--- config.mk ---
export PLATFORM = sky130hd
export DESIGN_NAME = sprite_animator
export DESIGN_NICKNAME = d
export VERILOG_FILES = /design/src/rtl/sprite_pkg.sv /design/src/rtl/sprite_anim_fsm.sv /design/src/rtl/sprite_animator.sv
export SDC_FILE = /design/constraint.sdc
export NUM_CORES = 1
export LEC_CHECK = 0
export CAP_MARGIN = 20
export CORE_MARGIN = 10
export CORE_UTILIZATION = 40
export DETAILED_ROUTE_END_ITERATION = 10
export HOLD_SLACK_MARGIN = 0.1
export PLACE_DENSITY = 0.77
export RECOVER_POWER = 100
export SYNTH_ARGS = -nofsm -noshare
export SYNTH_HDL_FRONTEND = slang
export SYNTH_SLANG_ARGS = --single-unit
--- constraint.sdc ---
create_clock -name vga_clk -period 6 [get_ports vga_clk]
set_input_delay 0.9 -clock vga_clk [delete_from_list [all_inputs] [get_ports vga_clk]]
set_output_delay 0.9 -clock vga_clk [all_outputs]
set_load 0.02 [all_outputs]
--- src/rtl/sprite_pkg.sv ---
// Shared types and constants for the player-sprite animator: facing directions,
// animation FSM states, WASD keycodes and the key decoder.
package sprite_pkg;

    typedef enum logic [1:0] {
        DIR_DOWN  = 2'd0,
        DIR_UP    = 2'd1,
        DIR_LEFT  = 2'd2,
        DIR_RIGHT = 2'd3
    } dir_t;

    typedef enum logic {
        IDLE = 1'b0,
        WALK = 1'b1
    } anim_state_t;

    typedef struct packed {
        logic vld;
        dir_t dir;
    } key_dec_t;

    localparam logic [7:0] KEY_W = 8'h1A;
    localparam logic [7:0] KEY_A = 8'h04;
    localparam logic [7:0] KEY_S = 8'h16;
    localparam logic [7:0] KEY_D = 8'h07;

    localparam int SCREEN_W = 640;

    function automatic key_dec_t decode_key(input logic [7:0] kc);
        key_dec_t k;
        k.vld = 1'b1;
        k.dir = DIR_DOWN;
        case (kc)
            KEY_W:   k.dir = DIR_UP;
            KEY_A:   k.dir = DIR_LEFT;
            KEY_S:   k.dir = DIR_DOWN;
            KEY_D:   k.dir = DIR_RIGHT;
            default: k.vld = 1'b0;
        endcase
        return k;
    endfunction

endpackage

--- src/rtl/sprite_anim_fsm.sv ---
// Walk-cycle animator: picks facing direction from the keycode and steps the
// frame counter every FRAME_TICKS vertical-frame pulses while a move key is held.
module sprite_anim_fsm
    import sprite_pkg::*;
#(
    parameter int FRAMES_PER_DIR = 2,
    parameter int FRAME_TICKS    = 8,
    parameter int FRM_W          = (FRAMES_PER_DIR > 1) ? $clog2(FRAMES_PER_DIR) : 1,
    parameter int TICK_W         = (FRAME_TICKS > 1) ? $clog2(FRAME_TICKS) : 1
) (
    input  logic             vga_clk,
    input  logic             reset_n,
    input  logic             frame_start,
    input  logic [7:0]       keycode,
    output dir_t             dir,
    output logic [FRM_W-1:0] frame
);

    anim_state_t       state_q, state_d;
    dir_t              dir_q, dir_d;
    logic [FRM_W-1:0]  frame_q, frame_d;
    logic [TICK_W-1:0] tick_q, tick_d;
    key_dec_t          key;

    always_ff @(posedge vga_clk) begin
        if (!reset_n) begin
            state_q <= IDLE;
            dir_q   <= DIR_DOWN;
            frame_q <= '0;
            tick_q  <= '0;
        end else begin
            state_q <= state_d;
            dir_q   <= dir_d;
            frame_q <= frame_d;
            tick_q  <= tick_d;
        end
    end

    // Key changes take priority over frame_start so a new direction always
    // starts its walk cycle from a clean tick count.
    always_comb begin
        key     = decode_key(keycode);
        state_d = state_q;
        dir_d   = dir_q;
        frame_d = frame_q;
        tick_d  = tick_q;
        case (state_q)
            IDLE: begin
                if (key.vld) begin
                    state_d = WALK;
                    dir_d   = key.dir;
                    frame_d = '0;
                    tick_d  = '0;
                end
            end
            WALK: begin
                if (!key.vld) begin
                    state_d = IDLE;
                    frame_d = '0;
                    tick_d  = '0;
                end else if (key.dir != dir_q) begin
                    dir_d   = key.dir;
                    frame_d = '0;
                    tick_d  = '0;
                end else if (frame_start) begin
                    if (tick_q == TICK_W'(FRAME_TICKS - 1)) begin
                        tick_d  = '0;
                        frame_d = (frame_q == FRM_W'(FRAMES_PER_DIR - 1)) ? '0 : frame_q + 1'b1;
                    end else begin
                        tick_d = tick_q + 1'b1;
                    end
                end
            end
            default: state_d = IDLE;
        endcase
    end

    always_comb begin
        dir   = dir_q;
        frame = frame_q;
    end

endmodule

--- src/rtl/sprite_animator.sv ---
// Player-sprite renderer: sheet ROM addressing, 2-stage pixel compositing with
// index-keyed transparency, and a once-per-frame collision-map probe.
module sprite_animator
    import sprite_pkg::*;
#(
    parameter int          SPR_W          = 32,
    parameter int          SPR_H          = 32,
    parameter int          NUM_DIRS       = 4,
    parameter int          FRAMES_PER_DIR = 2,
    parameter int          FRAME_TICKS    = 8,
    parameter int          IDX_W          = 4,
    parameter int          TRANSP_IDX     = 0,
    parameter int          COL_IDX_W      = 7,
    parameter logic [15:0] SOLID_MASK     = 16'h4150,
    parameter int          SHEET_AW       = 13,
    parameter int          COL_AW         = 18,
    localparam int         FRM_W          = (FRAMES_PER_DIR > 1) ? $clog2(FRAMES_PER_DIR) : 1
) (
    input  logic                 vga_clk,
    input  logic                 reset_n,
    input  logic                 frame_start,
    input  logic [9:0]           DrawX,
    input  logic [9:0]           DrawY,
    input  logic [9:0]           spriteX,
    input  logic [9:0]           spriteY,
    input  logic [7:0]           keycode,
    input  logic                 blank,
    input  logic [3:0]           bg_red,
    input  logic [3:0]           bg_green,
    input  logic [3:0]           bg_blue,
    output logic [SHEET_AW-1:0]  spr_addr,
    input  logic [IDX_W-1:0]     spr_idx,
    input  logic [3:0]           spr_red,
    input  logic [3:0]           spr_green,
    input  logic [3:0]           spr_blue,
    output logic [COL_AW-1:0]    col_addr,
    input  logic [COL_IDX_W-1:0] col_idx,
    output logic [3:0]           red,
    output logic [3:0]           green,
    output logic [3:0]           blue,
    output logic                 collision,
    output logic [1:0]           anim_dir,
    output logic [FRM_W-1:0]     anim_frame
);

    dir_t             dir;
    logic [FRM_W-1:0] frame;

    sprite_anim_fsm #(
        .FRAMES_PER_DIR (FRAMES_PER_DIR),
        .FRAME_TICKS    (FRAME_TICKS),
        .FRM_W          (FRM_W)
    ) u_fsm (
        .vga_clk     (vga_clk),
        .reset_n     (reset_n),
        .frame_start (frame_start),
        .keycode     (keycode),
        .dir         (dir),
        .frame       (frame)
    );

    assign anim_dir   = dir;
    assign anim_frame = frame;

    // 11-bit bounds so a sprite near the right/bottom edge never wraps to 0.
    logic [10:0] x_lo, x_hi, y_lo, y_hi;
    logic        in_box;
    logic [9:0]  dx, dy;

    assign x_lo   = {1'b0, spriteX};
    assign y_lo   = {1'b0, spriteY};
    assign x_hi   = x_lo + 11'(SPR_W - 1);
    assign y_hi   = y_lo + 11'(SPR_H - 1);
    assign in_box = ({1'b0, DrawX} >= x_lo) && ({1'b0, DrawX} <= x_hi) &&
                    ({1'b0, DrawY} >= y_lo) && ({1'b0, DrawY} <= y_hi);
    assign dx     = DrawX - spriteX;
    assign dy     = DrawY - spriteY;

    assign spr_addr = in_box
        ? SHEET_AW'(((32'(dir) * FRAMES_PER_DIR + 32'(frame)) * SPR_H + 32'(dy)) * SPR_W + 32'(dx))
        : '0;

    logic in_box_d, blank_d;

    always_ff @(posedge vga_clk) begin
        if (!reset_n) begin
            in_box_d <= 1'b0;
            blank_d  <= 1'b0;
            red      <= '0;
            green    <= '0;
            blue     <= '0;
        end else begin
            in_box_d <= in_box;
            blank_d  <= blank;
            if (!blank_d) begin
                red   <= '0;
                green <= '0;
                blue  <= '0;
            end else if (in_box_d && spr_idx != IDX_W'(TRANSP_IDX)) begin
                red   <= spr_red;
                green <= spr_green;
                blue  <= spr_blue;
            end else begin
                red   <= bg_red;
                green <= bg_green;
                blue  <= bg_blue;
            end
        end
    end

    logic probe_pend, probe_pend2, solid;

    always_comb begin
        solid = 1'b0;
        if (32'(col_idx) < 16)
            solid = SOLID_MASK[col_idx[3:0]];
    end

    // A new frame_start clears the second stage so a stale ROM read never lands.
    always_ff @(posedge vga_clk) begin
        if (!reset_n) begin
            col_addr    <= '0;
            probe_pend  <= 1'b0;
            probe_pend2 <= 1'b0;
            collision   <= 1'b0;
        end else begin
            if (frame_start) begin
                col_addr    <= COL_AW'((32'(spriteY) + SPR_H / 2) * SCREEN_W + 32'(spriteX) + SPR_W / 2);
                probe_pend  <= 1'b1;
                probe_pend2 <= 1'b0;
            end else begin
                probe_pend  <= 1'b0;
                probe_pend2 <= probe_pend;
            end
            if (probe_pend2)
                collision <= solid;
        end
    end

endmodule

Word-level counts from Yosys, hierarchy flattened
Memory sizes are Yosys's and may differ from the RTL's. Index checks and enable logic that the tools add are counted. W data, S select, Z words.

Bits of input ports: 87. Logic and storage cells: 84. Memories: 1. Bits in read-only memories: 16. Bits in registers: 42.

Memory list: (name not given) (words 16, bits a word 1, read ports 1, clocked after Yosys merged registers in 0, write ports 0, line sprite_animator.sv:116) `solid = SOLID_MASK[col_idx[3:0]];`.

$add $sub $neg: 12. Equality and inequality tests: 11. $lt $le $gt $ge: 6. Multiplexer cells: 27. Multipliers: 1. Reductions and logical operators: 11. Bitwise gates (word level): 2.

Operator list (number): $add A10 B5 Y11 const B (3); $le A10 B11 Y1 (2); $ge A10 B10 Y1 (2); $add A18 B10 Y18 (1); $add A18 B5 Y18 const B (1); $eq A8 B3 Y1 const B (2); $eq A8 B5 Y1 const B (2); $mux W3 (5); $add A13 B10 Y13 (1); $mux W13 (1); $mux W4 (3); $mul A11 B3 Y11 const B (1); $mux W1 (11); $sub A10 B10 Y10 (1); $add A8 B8 Y8 (1); $ne A4 B4 Y1 const B (2); $sub A8 B8 Y8 (1); $lt A7 B5 Y1 const B (1); $mux W2 (3); $pmux W2 S3 (1); $pmux W3 S2 (1); $reduce_and A3 Y1 (2); $lt A4 B5 Y1 const B (1); $logic_and A1 B1 Y1 (4); 14 further kinds (17).

Logic depth before layout (Yosys ltp)
Word-level depth: 7. Mapped depth: 16. Mapped depth without buffers: 16.

Cells and area by module
Synthesis repeated with hierarchy kept, for this count alone.

Cells, all modules: 541. Area, all modules: 4471.8 um2.

Modules (own cells, without submodules): sprite_animator (cells each 489, instances 1, area an instance 4032.6 um2); sprite_anim_fsm (cells each 52, instances 1, area an instance 439.2 um2).

Worst setup path after synthesis
Ideal clock, no wire load.

Kind: input to output. Start: input port DrawX[0]. End: output port spr_addr[11]. Cell stages on the path: 16. Path slack: 1365 ps. Required time: 5100 ps. Arrival: 3735 ps. Cell sequence: inv_1 > ha_1 > inv_1 > fa_1 > a21o_1 > a21o_1 > a21o_1 > a21oi_1 > xnor2_1 > fa_1 > a21o_1 > a21oi_1 > nor2b_1 > o21ai_0 > xor2_1 > nor2_1.

Cells in the longest elaborated chain, start to end: 5. Elaborated cells between the ends (all ways): 8.

Ends and longest elaborated chain: start: declaration (line sprite_animator.sv:22) `input logic [9:0] DrawX,`; branches (longest 4 deep; another with $add A13 B10 Y13); $mux W13 (*) (line sprite_animator.sv:80) `? SHEET_AW'(((32'(dir) * FRAMES_PER_DIR + 32'(frame)) * SPR_H + 32'(dy)) * SPR_W + 32'(dx))`; end: declaration (line sprite_animator.sv:31) `output logic [SHEET_AW-1:0] spr_addr,`.

Every way passes the cells marked *.

Worst setup path after layout
Start: input port spriteX[1]. End: output port spr_addr[3].

Cells in the longest elaborated chain, start to end: 6. Elaborated cells between the ends (all ways): 9.

Ends and longest elaborated chain: start: declaration (line sprite_animator.sv:24) `input logic [9:0] spriteX,`; $add A10 B5 Y11 (line sprite_animator.sv:72) `assign x_hi = x_lo + 11'(SPR_W - 1);`; $le A10 B11 Y1 (line sprite_animator.sv:74) `assign in_box = ({1'b0, DrawX} >= x_lo) && ({1'b0, DrawX} <= x_hi) &&`; $logic_and A1 B1 Y1 (2 in a row) (line sprite_animator.sv:74); $logic_and A1 B1 Y1 (line sprite_animator.sv:75) `({1'b0, DrawY} >= y_lo) && ({1'b0, DrawY} <= y_hi);`; $mux W13 (*) (line sprite_animator.sv:80).

Mark *: on every way between the ends. The rest lies on a longest branch, timed or not.

==> results.cfg <==
[sta]
worst_slew_pin_slew_ns = 0.703
setup_viol = 0
drv_slew = 0
hold_viol_final = 0
period_needed_ns = 5.72
max_slew_margin = 0.529
final.period_utilization = 0.953
rsz0062_at_grt = false
clock_skew_ns = 0.00966
whs_ns = 0.474
max_freq_mhz = 175
fin_setup_tns_ns = 0

[power]
finalPower_mw = 1.10
p_per_area_mw_per_mm2 = 182
p_leak_nw = 2.72
peakVddDrop_mv = 0.121

[critical_path]
cpPeakStageDelay_ns = 0.64
arrival_ns = 4.82
path_cells = clkdlybuf4s50_1 -> inv_1 -> ha_1 -> or3b_2 -> a21oi_1 -> nor2_1 -> nand2_1 -> xnor2_1 -> ha_1 -> a21o_1 -> a21oi_1 -> nand2_1 -> o211ai_1 -> nand4_4 -> nor3_1 -> clkdlybuf4s50_1
end_kind = output pin
crit_type = input port to output pin
start_kind = input port
slowest_stage = clkdlybuf4s50_1
crit_required_ns = 5.10
critPathMaxFanout = 8
path_buf_inv = 3
critPathTopFamily = buffers and inverters

[status]
outcome = completed

[route]
drt-pass1-iter-count = 4
wl_mm = 12.9
ant_nets = 0
routedWlPerCell_um = 15.7
drc = 0
dr.first_iter.drc_count = 164
avgViaCountPerCell = 5.28
routed-via-count = 4353

[clock_tree]
cts_tree = done
root_buffer = clkbuf_8
clk_pin_slew_ns = 0.08
cts_sinks = 42
cts_made_buffers = 5
postCtsHoldBufs = 0
clockBufferDepth = 2
cts_setup_buffers = 0
cts-htree-levels = 2
clock_latency_ns = 0.29

[synth]
syn_area_per_cell_um2 = 8.14
synth_edf_count = 0
synth.ff_latch_count = 42
ys.flop_type = dfxtp_1
ys_seq_area_frac = 0.189
synth.cell_area_mm2 = 0.00446
ys_async_sr_fraction = 0
netlist-cell-type-count = 59
synth_warnings = 0
syn_nets = 720
syn_inst = 548

[floorplan]
core_mm2 = 0.0109
chipWidth_um = 126
die_h_um = 126
die_area_mm2 = 0.0158
row_count = 38
start_util = 0.409
io_pins = 134

[global_route]
grt_antenna_before_repair = 1
grt_pass1_vias = 4428
grt-ovfl-total = 0
grt_usage = 0.154
grt_pass1_wl_mm = 21.0
grt_max_degree = 28

[placed_design]
place.port_buffers = 133
place_area_mm2 = 0.00595
dpl.hpwl_mm = 11.2
dp_cells = 815
globalplace.congestion = 0.849

[final_layout]
drive_above_1_share = 0.0366
final_cell_mix = clkdlybuf4s50_1 (82), ha_1 (78), nor2_1 (55)
stdcell_count = 824
final_cell_area_mm2 = 0.00604
layout_commonest_cell = clkdlybuf4s50_1
synthToLayoutAreaGrowth_pct = 35.6
nFillCells = 1009
nets = 855

[run]
cap_violations = 0

[min_path]
hp-class = flip-flop to flip-flop
## area by class of cell
type	instances	area [µm²]	share of cell area
Sequential cell	42	841	0.139
Inverter	48	180	0.0298
Clock buffer	6	82.6	0.0137
Clock inverter	1	30.0	0.00497
Multi-Input combinational cell	446	3380	0.559
Antenna cell	1	2.50	0.000414
Timing Repair Buffer	140	1360	0.224
Tap cell	140	175	0.0290
## per-layer routing
| metal | up-vias | track usage | wire length [µm] |
|---|---|---|---|
| met5 | - | 0 | 0 |
| met3 | 8 | 0.0376 | 613 |
| met4 | 0 | 0.0217 | 110 |
| met2 | 93 | 0.287 | 6570 |
| li1 | 2210 | - | - |
| met1 | 2042 | 0.177 | 5610 |
## stage by stage
step / util / setup slack [ns]
floorplan: - / 1.36
global placement: 0.547 / 0.273
detailed placement: 0.547 / 0.141
CTS: 0.557 / 0.133
global route: 0.555 / 0.0168
finish: 0.555 / 0.281
## path summary, 6_finish.rpt
path	end	cells past startpoint	startpoint	slack, ns
worst max-delay path	spr_addr[3]	16	spriteX[1]	0.28
worst min register to register	probe_pend2	1	probe_pend	0.47
worst max register to register	u_fsm.tick_q[0]	5	u_fsm.dir[1]	4.56
worst min-delay path	probe_pend2	1	probe_pend	0.47
## power by group
group	internal [mW]	leakage [nW]	switching [mW]
logic	0.273	2.32	0.299
registers	0.296	0.344	0.00706
clock network	0.133	0.0573	0.0912
total	0.702	2.72	0.398
## synth_stat cells (2+ instances only)
cell type,n,area [µm²]
a21oi_1,40,200
a221oi_1,2,17.5
nand3_1,12,60.1
nand4_1,8,50.1
or4b_2,2,20.0
a22oi_1,3,22.5
o21a_1,3,22.5
nand2b_1,5,31.3
ha_1,78,976
a211oi_1,9,67.6
nor4b_1,3,26.3
fa_1,7,140
and3_1,5,31.3
buf_4,2,15.0
o21ai_0,17,85.1
mux2i_1,10,100
o21bai_1,3,22.5
clkbuf_1,7,26.3
nor4bb_1,2,20.0
a311o_1,2,20.0
nand2_1,48,180
a21o_1,12,90.1
o2111ai_1,2,17.5
xnor2_1,42,368
inv_1,47,176
a31o_2,3,26.3
xor2_1,12,105
a31oi_1,3,18.8
o211ai_1,8,60.1
nor4_1,3,18.8
nor2_1,55,206
and2_1,2,12.5
nor2b_1,7,43.8
nor3_1,15,75.1
or3b_1,3,26.3
dfxtp_1,42,841
buf_2,2,10.0
## worst reg2reg max path, stage by stage, from the launching register on
cell and delay [ns]:
dfxtp_1 0.38, xor2_1 0.18, and3_1 0.22, a31o_2 0.27, a22oi_1 0.20, nor2_1 0.06
## state kept, by name (all words and copies together), names as in the netlist
| name | flops |
|---|---|
| blank_d | 1 |
| blue | 4 |
| col_addr | 18 |
| collision | 1 |
| green | 4 |
| in_box_d | 1 |
| probe_pend | 1 |
| probe_pend2 | 1 |
| red | 4 |
| u_fsm.dir | 2 |
| u_fsm.frame | 1 |
| u_fsm.state_q | 1 |
| u_fsm.tick_q | 3 |
## kinds of logic after synthesis
group,share of synthesized area
multiplexers,0.0225
XOR/XNOR,0.111
buffers and inverters,0.0536
flip-flops,0.189
AO/OA/AOI/OAI,0.174
AND/OR/NAND/NOR,0.200
adder cells (fa/ha/maj),0.250
## what timing repair did
item,in CTS,in global routing
hold endpoints to repair,0,0
endpoints found under the setup margin,0,10
resized for setup,0,9
(Power assumes the default switching activity.)
==> variant 1, RTL diff (config.mk and constraints unchanged) <==
Register the outputs `spr_addr`, `anim_dir` and `anim_frame`, cleared by the reset; this adds one clock of latency there. The other outputs are not delayed to match.
--- a/src/rtl/sprite_animator.sv
+++ b/src/rtl/sprite_animator.sv
@@ -60,6 +60,15 @@
     );
 
-    assign anim_dir   = dir;
-    assign anim_frame = frame;
+    always_ff @(posedge vga_clk) begin
+        if (!reset_n) begin
+            spr_addr   <= '0;
+            anim_dir   <= '0;
+            anim_frame <= '0;
+        end else begin
+            spr_addr   <= in_box ? SHEET_AW'(((32'(dir) * FRAMES_PER_DIR + 32'(frame)) * SPR_H + 32'(dy)) * SPR_W + 32'(dx)) : '0;
+            anim_dir   <= dir;
+            anim_frame <= frame;
+        end
+    end
 
     // 11-bit bounds so a sprite near the right/bottom edge never wraps to 0.
@@ -77,7 +86,4 @@
     assign dy     = DrawY - spriteY;
 
-    assign spr_addr = in_box
-        ? SHEET_AW'(((32'(dir) * FRAMES_PER_DIR + 32'(frame)) * SPR_H + 32'(dy)) * SPR_W + 32'(dx))
-        : '0;
 
     logic in_box_d, blank_d;
Formal check against the unedited RTL: not equivalent (Yosys sat finds a counterexample within 4 cycles, from zero or initial values and one cycle with reset_n low).
==> variant 1 against the original RTL <==
  * Sequential share of layout area rose by 3.7 points
  * Maximum frequency rose by 34%
  * Area after synthesis rose by 9.4%
  * Die area rose by 7.8%
  * Power rose by 39%
  * Setup slack improved by 1.5 ns
  * Wire length rose by 7.2%
  * Sequential cell count rose by 16
  * Critical path depth fell by 3
  * Core utilization fell by 0.28 points
  * Global-route usage rose by 0.33 points
  * Worst hold slack got worse by 0.017 ns
  * Cell area rose by 9.3%
==> variant 1: results (changes against the original RTL) <==
H-tree Lvls 3 (+1); DPL Wire Length 11440 µm (+2.5%); Post-Synthesis Net Count 740 (+2.8%); Commonest cells post-synth ha_1 (77), dfxtp_1 (58), inv_1 (55); Area contributors post-synth dfxtp_1 (24%), ha_1 (20%), xnor2_1 (7.7%); Worst-Skew Late Latency 0.33 ns (+0.04 ns); internal power 1053 µW (+50%); Post-Synth XOR/XNOR Area 10.16% (-0.95 points); GPL Wtd Cong 0.9160 (+8.0%); Lkg Pwr 0.002999 µW (+10%); antenna fix cells 0 (-1); final WL 13840 µm (+7.2%); Seq/Total Area, Yosys 23.81% (+5.0 points); fraction of layout cells with a size suffix above 1 3.526% (-0.13 points); compound-gate portion of the synthesized area 16.88% (-0.52 points); first-pass GRT wire length 21680 µm (+3.1%); TritonCTS buffer count 9 (+4); gr usage total 15.77% (+0.33 points); initial antenna violation count 0 (-1); vias per inst 5.229 (-1.0%); worst-path maximum fanout 7 (-1); Synth Area in Adders 23.04% (-2.0 points); Clock Skew 0.004815 ns (-0.004842 ns); status finished, final reports clean; pin count of the biggest net entering global routing 29 (+3.6%); maximum vdd drop 0.1700 mV (+41%); layout net count 876 (+2.5%); clock root cell clkbuf_16; vias in the first global route 4580 (+3.4%); Reg clk slew, reported paths 0.05 ns (-0.03 ns); Critical Path AT 4.44 ns (-0.38 ns)
variant 1: power groups by stage:
stage | registers [µW] | logic (µW) | clock network (µW)
after detailed placement | 424 | 587 | 0
after CTS | 416 | 593 | 556
after global routing | 417 | 636 | 574
after global placement | 423 | 574 | 0
final | 415 | 572 | 546
after floorplan | 447 | 376 | 0
variant 1: final timing paths:
kind                            slack (ns)                        end  cells after the start                       from
worst max-delay path                  1.74  col_addr[17]$_SDFFE_PN0P_                     13                 spriteY[4]
worst min-delay path                  0.46  u_fsm.dir[0]$_SDFFE_PN0P_                      2  u_fsm.dir[0]$_SDFFE_PN0P_
worst max register to register        3.60    spr_addr[12]$_SDFF_PN0_                     10  u_fsm.dir[0]$_SDFFE_PN0P_
worst min register to register        0.46  u_fsm.dir[0]$_SDFFE_PN0P_                      2  u_fsm.dir[0]$_SDFFE_PN0P_
variant 1: layer usage:
metal	global-route usage (%)	part of all wire [%]	vias up
met4	5.428	2.3	0
met3	4.714	6.1	16
met2	28.60	51	107
met5	0	0	-
met1	17.09	41	2073
li1	-	-	2280
variant 1: per-stage QoR:
stage                     hold WS [ns]  area [µm²]  utilization (%)  std cells  worst slack [ns]
after floorplan                 0.4363        4876                -        568             2.385
after global placement          0.4439        6334            52.95        839             1.606
after detailed placement        0.4487        6334            52.95        839             1.533
after CTS                       0.4560        6654            55.63        855             1.856
after global routing            0.5042        6605            55.22        856             1.506
final                           0.4569        6605            55.22        856             1.745
variant 1: area by class of cell:
cell class	count	area, µm²
inverter	60	225.2
tap	147	183.9
multi-input combinational	440	3376
sequential	58	1161
clock inverter	5	77.57
clock buffer	11	242.7
fill	1067	5356
timing repair buffer	135	1339
variant 1: cells by family after synthesis:
group           count (synthesis)
simple gates                  170
compound gates                119
fa+ha+maj                      85
buf+inv                        70
flops                          58
xor+xnor                       55
mux                            11
variant 1: critical path, cell delays in order:
cell,delay (ns)
dlygate4sd3_1,0.58
inv_1,0.24
ha_1,0.28
inv_1,0.09
ha_1,0.23
ha_1,0.36
o21a_1,0.26
a211oi_1,0.46
nand4b_4,0.16
nor4_1,0.33
xnor3_1,0.37
mux2i_1,0.13
nor2_1,0.05
==> variant 2, RTL diff (same settings) <==
Without the edit above. `COL_AW`: 18 -> 36.
--- a/src/rtl/sprite_animator.sv
+++ b/src/rtl/sprite_animator.sv
@@ -14,5 +14,5 @@
     parameter logic [15:0] SOLID_MASK     = 16'h4150,
     parameter int          SHEET_AW       = 13,
-    parameter int          COL_AW         = 18,
+    parameter int          COL_AW         = 36,
     localparam int         FRM_W          = (FRAMES_PER_DIR > 1) ? $clog2(FRAMES_PER_DIR) : 1
 ) (
Ports: changed (resized col_addr); port bits go from 134 to 152. No check against the original RTL was run, so the function may have changed too.
==> variant 2 against the original RTL <==
  * Power increased by 11%
  * Wire length increased by 8.2%
  * Core utilization decreased by 1.7 points
  * Die area increased by 7.9%
  * The flow now finishes with violations (capacitance limit, slew limit)
  * Cell area increased by 6.4%
  * Sequential cell count increased by 4
  * Area after synthesis increased by 9.5%
  * Setup slack improved by 0.12 ns
==> variant 2: results (changes against the original RTL) <==
status complete, but fails checks; Worst slew margin -20.57% (-73 points); GPL Wtd Cong 0.9013 (+6.2%); area share of the largest cell type after synthesis 20.25% (-1.6 points); layout net count 905 (+5.8%); IO Port Bufs 137 (+3.0%); max reg flops 22 (+4); Lkg Pwr 0.002875 µW (+5.7%); maximum vdd drop 0.1536 mV (+27%); violated checks capacitance limit, slew limit; Seq/Total Area, Yosys 18.87% (about the same); Critical Path AT 4.69 ns (-0.13 ns); first-pass GRT wire length 22230 µm (+5.7%); Clock Skew 0.003844 ns (-0.005813 ns); first-iteration detailed-routing DRC count 224 (+37%); fraction of layout cells with a size suffix above 1 1.910% (-1.8 points); initial antenna violation count 0 (-1); Slew Limit Fails 49 (+49); Worst path max stage delay 0.48 ns (-0.16 ns); worst-path maximum fanout 4 (-4); Reg clk slew, reported paths 0.06 ns (-0.02 ns); synth unique cells 67 (+14%); DPL Wire Length 11990 µm (+7.5%); Commonest cells post-synth ha_1 (79), inv_1 (59), xnor2_1 (47); MaxCap Viol Count 2 (+2); pin count of the biggest net entering global routing 36 (+29%); Pre-antenna DRT Iters 4 (unchanged); gr usage total 15.62% (+0.17 points); Top delay family on crit path compound AO/OA/AOI/OAI gates; Area contributors post-synth ha_1 (20%), dfxtp_1 (19%), xnor2_1 (8.4%); clock root cell clkbuf_16; antenna fix cells 0 (-1); vias in the first global route 4699 (+6.1%); final WL 13970 µm (+8.2%)
-- variant 2: worst min-delay path, stage by stage (launching register included) --
cell,delay [ns]
dfxtp_1,0.30
nand3_1,0.06
a21oi_1,0.05
-- variant 2: through the flow --
stage	setup WS, ns	hold slack (ns)	instances	util (%)	cell area (µm²)
final	0.4052	0.4619	880	53.78	6432
after global routing	0.01316	0.5078	880	53.78	6432
after CTS	0.03810	0.4683	880	54.36	6502
after detailed placement	0.05711	0.4550	872	53.01	6341
after global placement	0.1403	0.4520	872	53.01	6341
after floorplan	1.037	0.4385	616	-	4930
-- variant 2: final cells by class --
type | instances | area (µm²)
clock buffer | 7 | 152.6
clock inverter | 1 | 8.758
fill | 1128 | 5529
inverter | 61 | 229.0
multi-input combinational | 479 | 3580
sequential | 46 | 920.9
tap | 147 | 183.9
timing repair buffer | 139 | 1358
-- variant 2: path summary, 6_finish.rpt --
kind	startpoint	endpoint	slack (ns)	cells after the start
hold reg to reg	probe_pend2$_SDFF_PP0_	collision$_SDFFE_PN0P_	0.46	2
setup reg to reg	u_fsm.dir[1]$_SDFFE_PN0P_	u_fsm.tick_q[0]$_SDFFE_PN0P_	4.65	4
setup / recovery	spriteX[1]	spr_addr[11]	0.41	18
hold / removal	probe_pend2$_SDFF_PP0_	collision$_SDFFE_PN0P_	0.46	2
-- variant 2: cell families after synthesis --
| group | after synthesis | share of synthesized area, % |
|---|---|---|
| multiplexers | 5 | 1.025 |
| AO/OA/AOI/OAI | 137 | 19.35 |
| buffers and inverters | 91 | 8.100 |
| adder cells (fa/ha/maj) | 88 | 23.53 |
| flip-flops | 46 | 18.87 |
| AND/OR/NAND/NOR | 172 | 17.74 |
| other | 1 | 0.07683 |
| XOR/XNOR | 63 | 11.30 |
-- variant 2: power by group --
group	total (µW)	internal, µW	switching, µW
logic	594	270	324
clock network	291	178	113
registers	331	323	8.02
-- variant 2: per-layer routing --
layer	up-vias	routed length, µm	GRT usage [%]
li1	2368	-	-
met3	23	882	2.941
met4	0	330	4.644
met2	139	6958	28.45
met5	-	0	0
met1	2128	5799	18.09
-- variant 2: repair_timing --
item,CTS,global route
setup endpoints to repair,0,6
setup buffers,0,0
resized for setup,0,6
